## src/rtl/cycle_sequencer_pkg.sv

```systemverilog
// Shared types and constants for the multi-cycle LEGv8 phase sequencer.
package cycle_sequencer_pkg;

  localparam int unsigned SEQ_STATE_W = 3;
  localparam int unsigned OPCODE_W    = 11;

  localparam logic [OPCODE_W-1:0] HALT_OPCODE_DEFAULT = 11'h7FF;

  typedef enum logic [SEQ_STATE_W-1:0] {
    SEQ_IDLE      = 3'd0,
    SEQ_FETCH     = 3'd1,
    SEQ_DECODE    = 3'd2,
    SEQ_EXECUTE   = 3'd3,
    SEQ_MEMORY    = 3'd4,
    SEQ_WRITEBACK = 3'd5,
    SEQ_HALT      = 3'd6
  } seq_state_e;

  // IDLE and HALT are the only parked states; everything else is mid-instruction.
  function automatic logic seq_is_busy(input seq_state_e s);
    return !((s == SEQ_IDLE) || (s == SEQ_HALT));
  endfunction

endpackage

```

## src/rtl/cycle_sequencer_branch_resolve.sv

```systemverilog
// Branch decision from the control flags and the ALU zero flag; shared with the pipelined core.
module branch_resolve (
  input  logic branch,
  input  logic branch_if_zero,
  input  logic branch_if_not_zero,
  input  logic alu_zero,
  output logic take
);

  assign take = branch
              | (branch_if_zero & alu_zero)
              | (branch_if_not_zero & ~alu_zero);

endmodule

```

## src/rtl/cycle_sequencer.sv

```systemverilog
// Phase controller for the non-pipelined LEGv8 core: FETCH/DECODE/EXECUTE/MEMORY/WRITEBACK.
// Optional performance counters are built when SEQ_PERF_CNT_EN is defined.
module cycle_sequencer
  import cycle_sequencer_pkg::*;
#(
  parameter logic [OPCODE_W-1:0] HALT_OPCODE = HALT_OPCODE_DEFAULT,
  parameter int unsigned         CNT_W       = 32
) (
  input  logic                clk,
  input  logic                rst_n,
  input  logic                start,
  input  logic [OPCODE_W-1:0] opcode,
  input  logic                branch,
  input  logic                branch_if_zero,
  input  logic                branch_if_not_zero,
  input  logic                mem_read,
  input  logic                mem_write,
  input  logic                reg_write,
  input  logic                alu_zero,
  input  logic                imem_ack,
  input  logic                dmem_ack,
  output logic                imem_req,
  output logic                ir_load,
  output logic                reg_read_en,
  output logic                alu_en,
  output logic                dmem_req,
  output logic                dmem_we,
  output logic                reg_write_en,
  output logic                pc_en,
  output logic                pc_sel,
  output logic                busy,
  output logic                halted,
  output logic [CNT_W-1:0]    cycle_count,
  output logic [CNT_W-1:0]    instr_count
);

  seq_state_e state_q, state_d;
  logic       pc_sel_q, pc_sel_d;
  logic       take;

  branch_resolve u_branch_resolve (
    .branch             (branch),
    .branch_if_zero     (branch_if_zero),
    .branch_if_not_zero (branch_if_not_zero),
    .alu_zero           (alu_zero),
    .take               (take)
  );

  // State and latched branch decision
  always_ff @(posedge clk or negedge rst_n) begin
    if (!rst_n) begin
      state_q  <= SEQ_IDLE;
      pc_sel_q <= 1'b0;
    end else begin
      state_q  <= state_d;
      pc_sel_q <= pc_sel_d;
    end
  end

  // Next state and per-phase strobes
  always_comb begin
    state_d      = state_q;
    pc_sel_d     = pc_sel_q;
    imem_req     = 1'b0;
    ir_load      = 1'b0;
    reg_read_en  = 1'b0;
    alu_en       = 1'b0;
    dmem_req     = 1'b0;
    dmem_we      = 1'b0;
    reg_write_en = 1'b0;
    pc_en        = 1'b0;
    halted       = 1'b0;

    case (state_q)
      SEQ_IDLE: begin
        if (start) state_d = SEQ_FETCH;
      end
      SEQ_FETCH: begin
        imem_req = 1'b1;
        if (imem_ack) begin
          ir_load = 1'b1;
          state_d = SEQ_DECODE;
        end
      end
      SEQ_DECODE: begin
        reg_read_en = 1'b1;
        state_d     = (opcode == HALT_OPCODE) ? SEQ_HALT : SEQ_EXECUTE;
      end
      SEQ_EXECUTE: begin
        alu_en   = 1'b1;
        pc_sel_d = take;
        if (mem_read || mem_write) begin
          state_d = SEQ_MEMORY;
        end else if (reg_write) begin
          state_d = SEQ_WRITEBACK;
        end else begin
          pc_en   = 1'b1;
          state_d = SEQ_FETCH;
        end
      end
      SEQ_MEMORY: begin
        dmem_req = 1'b1;
        dmem_we  = mem_write;
        if (dmem_ack) begin
          if (reg_write) begin
            state_d = SEQ_WRITEBACK;
          end else begin
            pc_en   = 1'b1;
            state_d = SEQ_FETCH;
          end
        end
      end
      SEQ_WRITEBACK: begin
        reg_write_en = 1'b1;
        pc_en        = 1'b1;
        state_d      = SEQ_FETCH;
      end
      SEQ_HALT: begin
        halted = 1'b1;
        if (start) state_d = SEQ_FETCH;
      end
      default: begin
        state_d = SEQ_IDLE;
      end
    endcase

    // Each new fetch starts with a clean branch decision
    if (state_d == SEQ_FETCH) pc_sel_d = 1'b0;
  end

  // EXECUTE can retire directly, before the decision reaches pc_sel_q
  assign pc_sel = (state_q == SEQ_EXECUTE) ? take : pc_sel_q;
  assign busy   = seq_is_busy(state_q);

`ifdef SEQ_PERF_CNT_EN
  logic [CNT_W-1:0] cycle_cnt_q;
  logic [CNT_W-1:0] instr_cnt_q;
  logic             start_accept;

  assign start_accept = start && ((state_q == SEQ_IDLE) || (state_q == SEQ_HALT));

  // Busy-cycle and retired-instruction counters, wrapping at 2^CNT_W
  always_ff @(posedge clk or negedge rst_n) begin
    if (!rst_n) begin
      cycle_cnt_q <= '0;
      instr_cnt_q <= '0;
    end else if (start_accept) begin
      cycle_cnt_q <= '0;
      instr_cnt_q <= '0;
    end else begin
      if (busy)  cycle_cnt_q <= cycle_cnt_q + CNT_W'(1);
      if (pc_en) instr_cnt_q <= instr_cnt_q + CNT_W'(1);
    end
  end

  assign cycle_count = cycle_cnt_q;
  assign instr_count = instr_cnt_q;
`else
  assign cycle_count = '0;
  assign instr_count = '0;
`endif

endmodule

```

## config.mk

```make
export PLATFORM = sky130hd
export DESIGN_NAME = cycle_sequencer
export DESIGN_NICKNAME = d
export VERILOG_FILES = /design/src/rtl/cycle_sequencer_pkg.sv /design/src/rtl/cycle_sequencer_branch_resolve.sv /design/src/rtl/cycle_sequencer.sv
export SDC_FILE = /design/constraint.sdc
export NUM_CORES = 1
export LEC_CHECK = 0
export ABC_AREA = 1
export BUFFER_PORTS_ARGS = -buffer_cell sky130_fd_sc_hd__buf_4
export CELL_PAD_IN_SITES_DETAIL_PLACEMENT = 2
export CELL_PAD_IN_SITES_GLOBAL_PLACEMENT = 2
export CORE_MARGIN = 5
export CORE_UTILIZATION = 14
export DETAILED_ROUTE_END_ITERATION = 10
export PLACE_DENSITY = 0.73
export RECOVER_POWER = 25
export SYNTH_ARGS = -nofsm -noshare
export SYNTH_HDL_FRONTEND = slang
export SYNTH_SLANG_ARGS = --single-unit
```

## constraint.sdc

```tcl
create_clock -name clk -period 1.5 [get_ports clk]
set_input_delay 0.15 -clock clk [delete_from_list [all_inputs] [get_ports clk]]
set_output_delay 0.15 -clock clk [all_outputs]
set_load 0.03 [all_outputs]
```

=== Word-level counts from Yosys, hierarchy flattened ===
Cells that the tools add are included.

* Flip-flop bits (word level): 4
* Bits of input ports: 23
* Output and inout port bits: 75
* Word-level logic and storage cells: 42

* Equal/unequal tests: 8
* Bitwise operators: 5
* Mux-type cells: 22
* Reduce and logical (&&, ||, !) cells: 5

{| class="wikitable"
|+ Operators with widths
! cell !! count
|-
| 3-bit 2-to-1 mux || 6
|-
| 3-bit one-hot mux with 6 select lines || 1
|-
| 1-bit 2-to-1 mux || 14
|-
| 11-bit == test (second input constant) || 1
|-
| 3-bit == test (second input constant) || 3
|-
| 3-bit by 1-bit == test with 1-bit output (second input constant) || 2
|-
| 3-bit by 2-bit == test with 1-bit output (second input constant) || 2
|-
| 3-bit logical NOT || 1
|-
| 1-bit one-hot mux with 3 select lines || 1
|-
| 1-bit bitwise AND || 2
|-
| 1-bit logical OR || 2
|-
| 1-bit bitwise OR || 2
|-
| 2-bit OR reduction || 1
|-
| 1-bit logical NOT || 1
|-
| 1-bit inverter || 1
|}

=== Longest topological paths before layout ===
Gate-level depths: netlist (run 1).

* Depth in word-level cells: 5
* Depth in mapped cells: 9
* Gate-level depth less buffers: 8

=== Modules after synthesis ===
Synthesis (run 1) repeated with hierarchy kept, for this count alone.

* Cells, all modules: 137
* Area, all modules: 877.1 um2

{| class="wikitable"
|+ Modules (own cells, without submodules)
! module !! seq. area each (um2) !! area each (um2) !! instances !! cells each
|-
| cycle_sequencer || 100.1 || 849.6 || 1 || 132
|-
| branch_resolve || 0.0 || 27.5 || 1 || 5
|}

=== Least setup slack after synthesis (run 1) ===
Ideal clock, no wire load.

* Kind: register to register
* Start: register state_q[0]
* End: register pc_sel_q
* Setup time: 0.069 ns
* Arrival time: 1.544 ns
* Path slack: -0.113 ns
* Clock period less this slack: 1.613 ns
* Path buffers: 0
* Stages on the path, launching flop included: 6
* Cells stage by stage: dfrtp_1 nand2_2 nor2_4 o21ai_0 inv_2 nor2_2

* Elaborated cells on any way between the ends: 15
* Those cells by class: eq/ne (7); mux (6); reduce/logical (2)

{| class="wikitable"
|+ RTL lines
! element !! line !! source
|-
| from (decl) || cycle_sequencer.sv:37 || <nowiki>seq_state_e state_q, state_d;</nowiki>
|-
| from (signal assigned) || cycle_sequencer.sv:55 || <nowiki>state_q <= state_d;</nowiki>
|-
| 3-bit by 2-bit == test with 1-bit output || -- ||
|-
| 1-bit 2-to-1 mux || -- ||
|-
| named net pc_sel || cycle_sequencer.sv:30 || <nowiki>output logic pc_sel,</nowiki>
|-
| 1-bit 2-to-1 mux || cycle_sequencer.sv:128 || <nowiki>if (state_d == SEQ_FETCH) pc_sel_d = 1'b0;</nowiki>
|-
| named net pc_sel_d || cycle_sequencer.sv:38 || <nowiki>logic pc_sel_q, pc_sel_d;</nowiki>
|-
| to (signal assigned) || cycle_sequencer.sv:56 || <nowiki>pc_sel_q <= pc_sel_d;</nowiki>
|-
| to (decl) || cycle_sequencer.sv:38 ||
|}

The timed path passes the listed nets, and every way through them passes these cells.

=== Worst setup path in the final report (run 1) ===
* Start: register state_q[0]
* End: output pc_en

* Cells in the longest elaborated chain, start to end: 2
* Elaborated cells on any way between the ends: 4
* Those cells by class: eq/ne (3); mux (1)

{| class="wikitable"
|+ Ends and longest elaborated chain
! element !! line !! source
|-
| 3-bit == test / 3-bit by 2-bit == test with 1-bit output (equally long branches) || cycle_sequencer.sv:74 || <nowiki>case (state_q)</nowiki>
|-
| 1-bit one-hot mux with 3 select lines (*) || cycle_sequencer.sv:74 ||
|-
| to (decl) || cycle_sequencer.sv:29 || <nowiki>output logic pc_en,</nowiki>
|}

Every way passes the cells marked *; elsewhere a longest branch is shown, timed or not.

==> impl_metrics.env, run 1 <==
export IMPL_crit_start="state_q[0]$_DFF_PN0_"
export IMPL_clock_sinks=4
export IMPL_cp_slowest_cell="dfrtp_2"
export IMPL_power_w=0.00149
export IMPL_seq_area_um2=104
export IMPL_seq_area_frac_synth_pct=11.4
export IMPL_worstRegToRegCells=9
export IMPL_dr_wl_met3_um=335
export IMPL_path_depth=6
export IMPL_outcome="completed"
export IMPL_drive_gt1_share_pct=29.1
export IMPL_num_vias=744
export IMPL_rrSetupSlack_ns=0.23
export IMPL_crit_path_end_kind="output pin"
export IMPL_finalHoldViolCount=0
export IMPL_grt_pass1_vias=753
export IMPL_clkLatencyLatePin_ns=0.22
export IMPL_period_share_pct=98.5
export IMPL_critPathBufInv=1
export IMPL_worst_ir_drop_vdd_mv=0.316
export IMPL_yosys_cell_types_count=19
export IMPL_route_met2_wl_um=1210
export IMPL_htreeDepth=1
export IMPL_cp_required_ns=1.35
export IMPL_syn_to_final_growth_pct=20.2
export IMPL_drc=0
export IMPL_cpLargestDelayFamily="flip-flops"
export IMPL_cts_tree="done"
export IMPL_crit_top_cell="nand2_2"
export IMPL_crit_chain="nand2_2 > nor2_4 > nand2_2 > nand3_2 > o21a_1 > buf_6"
export IMPL_ant_nets=0
export IMPL_crit_type="reg -> out"
export IMPL_wl_met1_um=769
export IMPL_avgRoutedWirePerCell_um=9.55
export IMPL_drv_cap=0
export IMPL_min_delay_path_depth=3
export IMPL_initial_core_util_pct=14.1
export IMPL_vias_per_cell=2.99
export IMPL_place_congestion=0.628
export IMPL_fillers=779
export IMPL_core_area_um2=6240
export IMPL_grt_max_degree=10
export IMPL_ys_warnings_count=0
export IMPL_synth_cells=135
export IMPL_worstHoldEndpoint="state_q[1]$_DFF_PN0_"
export IMPL_final_max_slew_viol_count=0
export IMPL_min_path_type="in -> reg"
export IMPL_finalCoreUtilization_pct=17.0
export IMPL_min_period_ns=1.48
export IMPL_setup_viol=0
export IMPL_critPathMaxStageDelay_ns=0.43
export IMPL_finClkSkew_ns=0.00120
export IMPL_r2r_end="pc_sel_q$_DFF_PN0_"
export IMPL_cts_root_buf="clkbuf_8"
export IMPL_p_leak_nw=0.647
export IMPL_antenna_found_initial=0
export IMPL_worstPathMaxFanout=6
export IMPL_rsz0062_at_grt="yes"
export IMPL_die_x_um=89.3
export IMPL_drtPass1Iterations=4
export IMPL_avgSynthCellArea_um2=6.52
export IMPL_hold_start="imem_ack"
export IMPL_dpl_hpwl_um=2160
export IMPL_fp_dieH_um=89.3
export IMPL_fp_dieArea_um2=7980
export IMPL_top_layer="met4"
export IMPL_clk_path_buf_depth=2
export IMPL_netlist_area_um2=881
export IMPL_powerDensity_nw_per_um2=1400
export IMPL_ys_ff_latch=4
export IMPL_path_clk_slew_ns=0.03
export IMPL_multi_input_area_um2=492
export IMPL_antenna_cells=0
export IMPL_drtIter0Drc=9
export IMPL_fp_row_count=29
export IMPL_numCtsBuffers=3
export IMPL_grt_pass1_wl_um=3130
export IMPL_grt_ovfl_total=0
export IMPL_critPathLaunchType="register"
export IMPL_ios=98
export IMPL_critPathArrivalTime_ns=1.33
export IMPL_max_freq_mhz=677
export IMPL_reg2reg_from="state_q[0]$_DFF_PN0_"
export IMPL_grt_total_usage_pct=5.14
export IMPL_nNetsFinal=197
export IMPL_portBuffers=33
export IMPL_routed_wl_um=2380
[layout by cell type (no fill, tap or decap)]
master,instances
dfrtp_2,3
clkbuf_1,1
o21ai_2,1
inv_1,12
inv_2,2
nor2_4,2
nand3_1,5
nand3_2,1
clkbuf_8,3
conb_1,64
nand4_1,1
nor2_1,11
o21ai_0,1
nand2_1,21
a21oi_1,1
nor2_2,1
buf_6,1
or2_1,1
or2_0,1
o21a_1,1
dfrtp_1,1
nor3_2,1
dlygate4sd3_1,1
nand2_2,2
buf_4,33
[cells by family (layout without fill, tap and decap cells)]
group           count (synthesis)  in the layout  share of synthesized area, %
compound gates                  4              4                          2.56
buf+inv                        79             53                          61.8
flops                           4              4                          11.4
other cells                     1             64                         0.426
simple gates                   47             47                          23.9
[worst max path at each step]
stage,slack [ns],to
finish,0.02,pc_en
global route,-0.07,pc_en
CTS,0.005,pc_en
detailed placement,0.11,pc_en
global placement,0.16,pc_en
floorplan,0.02,ir_load
[worst reg2reg max path, stage by stage, from the launching register on]
cell	delay [ns]
dfrtp_2	0.45
buf_4	0.15
inv_1	0.04
nand3_1	0.10
nand2_1	0.10
nand2_1	0.05
nand2_1	0.05
nor2_1	0.04
nor2_1	0.13
nor2_2	0.04
[flip-flops by register name, indices dropped and copies added (netlist names)]
name      flops
pc_sel_q      1
state_q       3
[metal layers]
layer | up-vias | global-route usage, %
li1 | 350 | -
met1 | 332 | 5.33
met2 | 58 | 8.84
met3 | 4 | 1.20
met4 | 0 | 4.06
met5 | - | 0
[area by class of cell]
| cell class | count | area share [%] |
|---|---|---|
| clock buffer | 3 | 3.90 |
| inverter | 14 | 4.96 |
| tap | 77 | 9.10 |
| multi-input combinational | 115 | 46.5 |
| timing repair buffer | 36 | 25.8 |
| sequential | 4 | 9.81 |
[synthesized netlist by cell type (all sizes together)]
cell type,count,share of area (%)
a21oi,1,0.57
dfrtp,4,11
buf,65,56
conb,1,0.43
nor3,1,1.1
o21a,1,0.85
nand2,23,10
nor2,14,7.1
inv,14,6.0
nand3,6,3.4
o21ai,2,1.1
nand4,1,0.71
or2,2,1.4
[per-stage QoR]
step / setup WS [ns] / setup TNS (ns) / instance area, µm² / hold slack (ns) / std cells
2_1_floorplan: 0.0210 / 0 / 1120 / -0.146 / 198
3_3_place_gp: 0.162 / 0 / 970 / -0.0500 / 243
3_5_place_dp: 0.108 / 0 / 970 / -0.0482 / 243
4_1_cts: 0.00473 / 0 / 1040 / 0.182 / 248
5_1_grt: -0.0651 / -0.122 / 1060 / 0.201 / 249
6_report: 0.0232 / 0 / 1060 / 0.186 / 249
[what timing repair did]
action,CTS,global route
pin swaps,0,3
setup endpoints to repair,2,3
resized for setup,5,4
setup buffers,1,1
endpoints found under the hold margin,4,0
hold buffers,1,0
[power breakdown]
part           internal (W)  switching (W)  leakage (nW)
clock              0.000171      0.0000556        0.0216
combinational      0.000318       0.000706         0.578
sequential         0.000160      0.0000764        0.0476
(Power assumes the default switching activity.)
==> inputs of run 2 (changes only) <==
==> constraint.sdc (replaced) <==
create_clock -name clk -period 1.5 [get_ports clk]
set_input_delay 0.3 -clock clk [delete_from_list [all_inputs] [get_ports clk]]
set_output_delay 0.3 -clock clk [all_outputs]
set_load 0.03 [all_outputs]
==> run 2 against run 1 <==
Against the previous run: the flow now finishes with violations (negative setup slack); via count grew 1.7%; global-route usage grew 0.51 points; clock skew shrank 0.00060 ns; wire length shrank 0.17%; register-to-register slack lost 0.04 ns; design area grew 8.7%; fmax shrank 5.6%; clock power shrank 3%; critical endpoint unchanged; critical path depth is the same.
==> impl_metrics.env, run 2 (synthesis results as in run 1) <==
export IMPL_antenna_cells=0
export IMPL_critPathArrivalTime_ns=1.26
export IMPL_largest_register="state_q"
export IMPL_drive_gt1_share_pct=34.6
export IMPL_drtPass1Iterations=2
export IMPL_num_vias=757
export IMPL_min_period_ns=1.56
export IMPL_violations="negative setup slack"
export IMPL_finClkSkew_ns=0.000597
export IMPL_p_leak_nw=0.688
export IMPL_period_share_pct=104
export IMPL_max_freq_mhz=639
export IMPL_switching_share_pct=53.7
export IMPL_outcome="finished, violations left"
export IMPL_dpl_cell_area_um2=987
export IMPL_min_path_type="in -> reg"
export IMPL_grt_max_degree=7
export IMPL_fp_row_count=29
export IMPL_core_area_um2=6240
export IMPL_clock_sinks=4
export IMPL_grt_ovfl_total=0
export IMPL_syn_to_final_growth_pct=30.7
export IMPL_p_comb_share_pct=73.1
export IMPL_vias_per_cell=2.96
export IMPL_routed_wl_um=2380
export IMPL_htreeDepth=1
export IMPL_crit_type="reg -> out"
export IMPL_clk_path_buf_depth=2
export IMPL_top_regs="state_q: 3 flops, pc_sel_q: 1 flops"
export IMPL_worst_ir_drop_vdd_mv=0.397
export IMPL_largest_register_ffs=3
export IMPL_place_congestion=0.731
export IMPL_ant_nets=0
export IMPL_crit_path_end_kind="output pin"
export IMPL_dpl_hpwl_um=2120
export IMPL_clkLatencyLatePin_ns=0.21
export IMPL_cts_tree="done"
export IMPL_seqPwrFrac_pct=13.8
export IMPL_numCtsBuffers=3
export IMPL_path_clk_slew_ns=0.03
export IMPL_grt_total_usage_pct=5.65
export IMPL_ios=98
export IMPL_rsz0062_at_grt="yes"
export IMPL_critPathLaunchType="register"
export IMPL_finalHoldViolCount=0
export IMPL_powerDensity_nw_per_um2=1460
export IMPL_drc=0
export IMPL_nNetsFinal=204
export IMPL_initial_core_util_pct=14.1
export IMPL_fp_dieArea_um2=7980
export IMPL_worstPathMaxFanout=5
export IMPL_tns_ns=-0.191
export IMPL_rrSetupSlack_ns=0.19
export IMPL_grt_pass1_wl_um=3470
export IMPL_final_cell_mix="conb_1, buf_4, nand2_1"
export IMPL_cp_required_ns=1.20
export IMPL_setup_viol=5
export IMPL_die_x_um=89.3
export IMPL_power_w=0.00168
export IMPL_worst_slack_ns=-0.0649
export IMPL_final_max_slew_viol_count=0
export IMPL_final_common_cell="conb_1"
export IMPL_drtIter0Drc=8
export IMPL_power_switching_w=0.000900
export IMPL_pwr_share_clk_pct=13.1
export IMPL_drv_cap=0
export IMPL_cts_root_buf="clkbuf_8"
export IMPL_antenna_found_initial=0
export IMPL_internal_power_w=0.000777
export IMPL_grt_pass1_vias=868
export IMPL_avgRoutedWirePerCell_um=9.28
export IMPL_portBuffers=33
export IMPL_post_route_cell_area_um2=1150
export IMPL_fp_dieH_um=89.3
[run 2: changes by cell type in the layout (fill, tap and decap cells not counted), sizes merged]
cell  change
buf       +7
[run 2: cell type report]
class,instances,area [µm²]
Multi-Input combinational cell,115,517
Clock buffer,3,41.3
Inverter,14,52.6
Sequential cell,4,104
Timing Repair Buffer,43,340
Tap cell,77,96.3
Fill cell,770,5090
[run 2: metrics by stage]
| step | util (%) | hold slack (ns) | std cells | setup WS [ns] |
|---|---|---|---|---|
| after global routing | 18.4 | 0.366 | 256 | -0.150 |
| after detailed placement | 15.8 | 0.0977 | 245 | 0.0355 |
| after floorplan | - | 0.00441 | 198 | 0.0168 |
| after CTS | 18.1 | 0.350 | 255 | -0.0942 |
| final | 18.4 | 0.345 | 256 | -0.0649 |
| after global placement | 15.8 | 0.0979 | 245 | 0.0648 |
[run 2: power groups by stage]
| stage | logic, W | clock network (W) | registers [W] |
|---|---|---|---|
| after floorplan | 0.000851 | 0 | 0.000194 |
| after global placement | 0.000994 | 0 | 0.000219 |
| after detailed placement | 0.00101 | 0 | 0.000225 |
| after CTS | 0.00120 | 0.000226 | 0.000218 |
| after global routing | 0.00133 | 0.000236 | 0.000242 |
| final | 0.00123 | 0.000220 | 0.000231 |
[run 2: routing by layer]
layer	up-vias	routed length (µm)	track usage, %	share of wire, %
met2	62	1190	9.58	50
li1	365	-	-	-
met5	-	0	0	0
met1	326	793	5.87	33
met4	0	49	3.65	2.1
met3	4	338	2.03	14
[run 2: critical path, cell delays in order (launching register included)]
cell and delay [ns]:
dfrtp_2 0.42, nand2_2 0.09, nor2_4 0.14, nand2_2 0.07
nand3_2 0.07, o21a_1 0.13, buf_6 0.13
[run 2: path summary, 6_finish.rpt]
| path | from | endpoint | depth (start not counted) |
|---|---|---|---|
| min | imem_ack | state_q[1]$_DFF_PN0_ | 3 |
| min in group asynchronous | rst_n | pc_sel_q$_DFF_PN0_ | 2 |
| min reg2reg | state_q[0]$_DFF_PN0_ | state_q[2]$_DFF_PN0_ | 3 |
| max | state_q[0]$_DFF_PN0_ | pc_en | 6 |
| max reg2reg | state_q[0]$_DFF_PN0_ | pc_sel_q$_DFF_PN0_ | 7 |
| max in group asynchronous | rst_n | state_q[1]$_DFF_PN0_ | 2 |
[run 2: what timing repair did]
| item | CTS | global route |
|---|---|---|
| endpoints found under the hold margin | 4 | 0 |
| gates cloned | 0 | 0 |
| pin swaps | 4 | 3 |
| hold buffers | 1 | 0 |
| endpoints found under the setup margin | 8 | 9 |
| setup buffers | 6 | 1 |
| gates resized for setup | 13 | 6 |
==> inputs of run 3 (changes only) <==
--- a/config.mk
+++ b/config.mk
@@ -14,6 +14,7 @@
 export DETAILED_ROUTE_END_ITERATION = 10
 export PLACE_DENSITY = 0.73
 export RECOVER_POWER = 25
+export REMOVE_ABC_BUFFERS = 1
 export SYNTH_ARGS = -nofsm -noshare
 export SYNTH_HDL_FRONTEND = slang
 export SYNTH_SLANG_ARGS = --single-unit
==> run 3 against run 2 <==
Against the previous run: the run still ends with negative setup slack left; final cell count increased by 2.7%; die area unchanged; first-iteration DRC count increased by 38%; flip-flop and latch count unchanged; via count increased by 5.4%; fmax decreased by 2.4%; critical path depth unchanged; wire length increased by 5.0%; non-clock buffer count increased by 7; hold slack improved by 0.043 ns; setup slack got worse by 0.038 ns; sequential share of layout area decreased by 0.72 points.
==> impl_metrics.env, run 3 (synthesis results as in run 1) <==
export IMPL_htreeDepth=1
export IMPL_final_common_cell="conb_1"
export IMPL_tns_ns=-0.202
export IMPL_drtIter0Drc=11
export IMPL_antenna_found_initial=0
export IMPL_routed_wl_um=2490
export IMPL_final_cell_mix="conb_1, buf_4, nand2_1"
export IMPL_worst_ir_drop_vdd_mv=0.305
export IMPL_vias_per_cell=3.03
export IMPL_drc=0
export IMPL_worstPathMaxFanout=7
export IMPL_largest_register_ffs=3
export IMPL_avgRoutedWirePerCell_um=9.48
export IMPL_initial_core_util_pct=14.1
export IMPL_fp_row_count=29
export IMPL_power_switching_w=0.000974
export IMPL_worst_slack_ns=-0.103
export IMPL_grt_max_degree=8
export IMPL_core_area_um2=6240
export IMPL_portBuffers=33
export IMPL_period_share_pct=107
export IMPL_critPathArrivalTime_ns=1.30
export IMPL_powerDensity_nw_per_um2=1520
export IMPL_cts_tree="done"
export IMPL_path_clk_slew_ns=0.03
export IMPL_finalHoldViolCount=0
export IMPL_post_route_cell_area_um2=1250
export IMPL_dpl_hpwl_um=2160
export IMPL_outcome="finished, violations left"
export IMPL_place_congestion=0.681
export IMPL_pwr_share_clk_pct=12.2
export IMPL_drv_cap=0
export IMPL_pre_cts_ws_ns=-0.00624
export IMPL_seq_area_um2=104
export IMPL_fp_dieArea_um2=7980
export IMPL_max_freq_mhz=624
export IMPL_die_x_um=89.3
export IMPL_ant_nets=0
export IMPL_setup_viol=6
export IMPL_top_regs="state_q: 3 flops, pc_sel_q: 1 flops"
export IMPL_crit_path_end_kind="output pin"
export IMPL_p_comb_share_pct=75.2
export IMPL_clk_path_buf_depth=2
export IMPL_grt_pass1_wl_um=3540
export IMPL_clkLatencyLatePin_ns=0.22
export IMPL_clock_sinks=4
export IMPL_multi_input_area_um2=542
export IMPL_final_max_slew_viol_count=0
export IMPL_cp_required_ns=1.20
export IMPL_fillers=773
export IMPL_min_path_type="in -> reg"
export IMPL_power_w=0.00190
export IMPL_rsz0062_at_grt="yes"
export IMPL_p_leak_nw=0.739
export IMPL_ios=98
export IMPL_critPathLaunchType="register"
export IMPL_drive_gt1_share_pct=39.2
export IMPL_dpl_cell_area_um2=985
export IMPL_grt_total_usage_pct=5.76
export IMPL_grt_ovfl_total=0
export IMPL_finClkSkew_ns=0.00159
export IMPL_fp_dieH_um=89.3
export IMPL_numCtsBuffers=3
export IMPL_cts_root_buf="clkbuf_8"
export IMPL_syn_to_final_growth_pct=42.0
export IMPL_switching_share_pct=51.2
export IMPL_crit_type="reg -> out"
export IMPL_nNetsFinal=211
export IMPL_num_vias=798
export IMPL_violations="negative setup slack"
export IMPL_drtPass1Iterations=2
export IMPL_antenna_cells=0
export IMPL_largest_register="state_q"
export IMPL_min_period_ns=1.60
export IMPL_internal_power_w=0.000928
export IMPL_grt_pass1_vias=860
export IMPL_seqPwrFrac_pct=12.6
run 3: metrics by stage:
step | std cells | util (%) | hold WS (ns)
finish | 263 | 20.0 | 0.388
global route | 263 | 20.0 | 0.434
CTS | 260 | 18.8 | 0.397
detailed placement | 245 | 15.8 | 0.101
global placement | 245 | 15.8 | 0.0983
floorplan | 133 | - | 0.00441
run 3: path summary, 6_finish.rpt:
kind	depth (start not counted)	startpoint	slack, ns	endpoint
max	6	state_q[0]$_DFF_PN0_	-0.10	pc_en
min	4	start	0.39	state_q[1]$_DFF_PN0_
max reg2reg	9	state_q[1]$_DFF_PN0_	0.09	state_q[1]$_DFF_PN0_
min reg2reg	3	state_q[2]$_DFF_PN0_	0.72	state_q[2]$_DFF_PN0_
max in group asynchronous	2	rst_n	0.83	state_q[1]$_DFF_PN0_
min in group asynchronous	2	rst_n	0.46	pc_sel_q$_DFF_PN0_
run 3: area by class of cell:
type                       count  share of cell area, %
sequential                     4                   8.30
timing repair buffer          50                   33.2
multi-input combinational    115                   43.3
tap                           77                   7.70
clock buffer                   3                   3.30
inverter                      14                   4.20
run 3: what timing repair did:
| action | in CTS | in global routing |
|---|---|---|
| hold buffers | 1 | 0 |
| setup buffers | 11 | 3 |
| endpoints found under the setup margin | 9 | 10 |
| gates resized for setup | 18 | 17 |
| endpoints found under the hold margin | 4 | 0 |
| pin swaps | 6 | 5 |
run 3: worst max-delay path, stage by stage, from the launching register on:
cell and delay, ns:
dfrtp_2 0.44, nand2_2 0.09, nor2_4 0.16, nand2_2 0.07, nand3_2 0.07, o21a_1 0.13, buf_6 0.13
run 3: power groups by stage:
stage | combinational [W] | clock (W) | sequential (W)
2_1_floorplan | 0.000683 | 0 | 0.000208
3_3_place_gp | 0.000991 | 0 | 0.000216
3_5_place_dp | 0.000996 | 0 | 0.000225
4_1_cts | 0.00127 | 0.000243 | 0.000228
5_1_grt | 0.00154 | 0.000256 | 0.000249
6_report | 0.00143 | 0.000232 | 0.000239
run 3: layer usage:
| layer | wire length (µm) | GRT usage, % |
|---|---|---|
| met5 | 0 | 0 |
| met4 | 55 | 3.65 |
| met3 | 253 | 1.66 |
| met2 | 1380 | 10.4 |
| met1 | 805 | 5.71 |
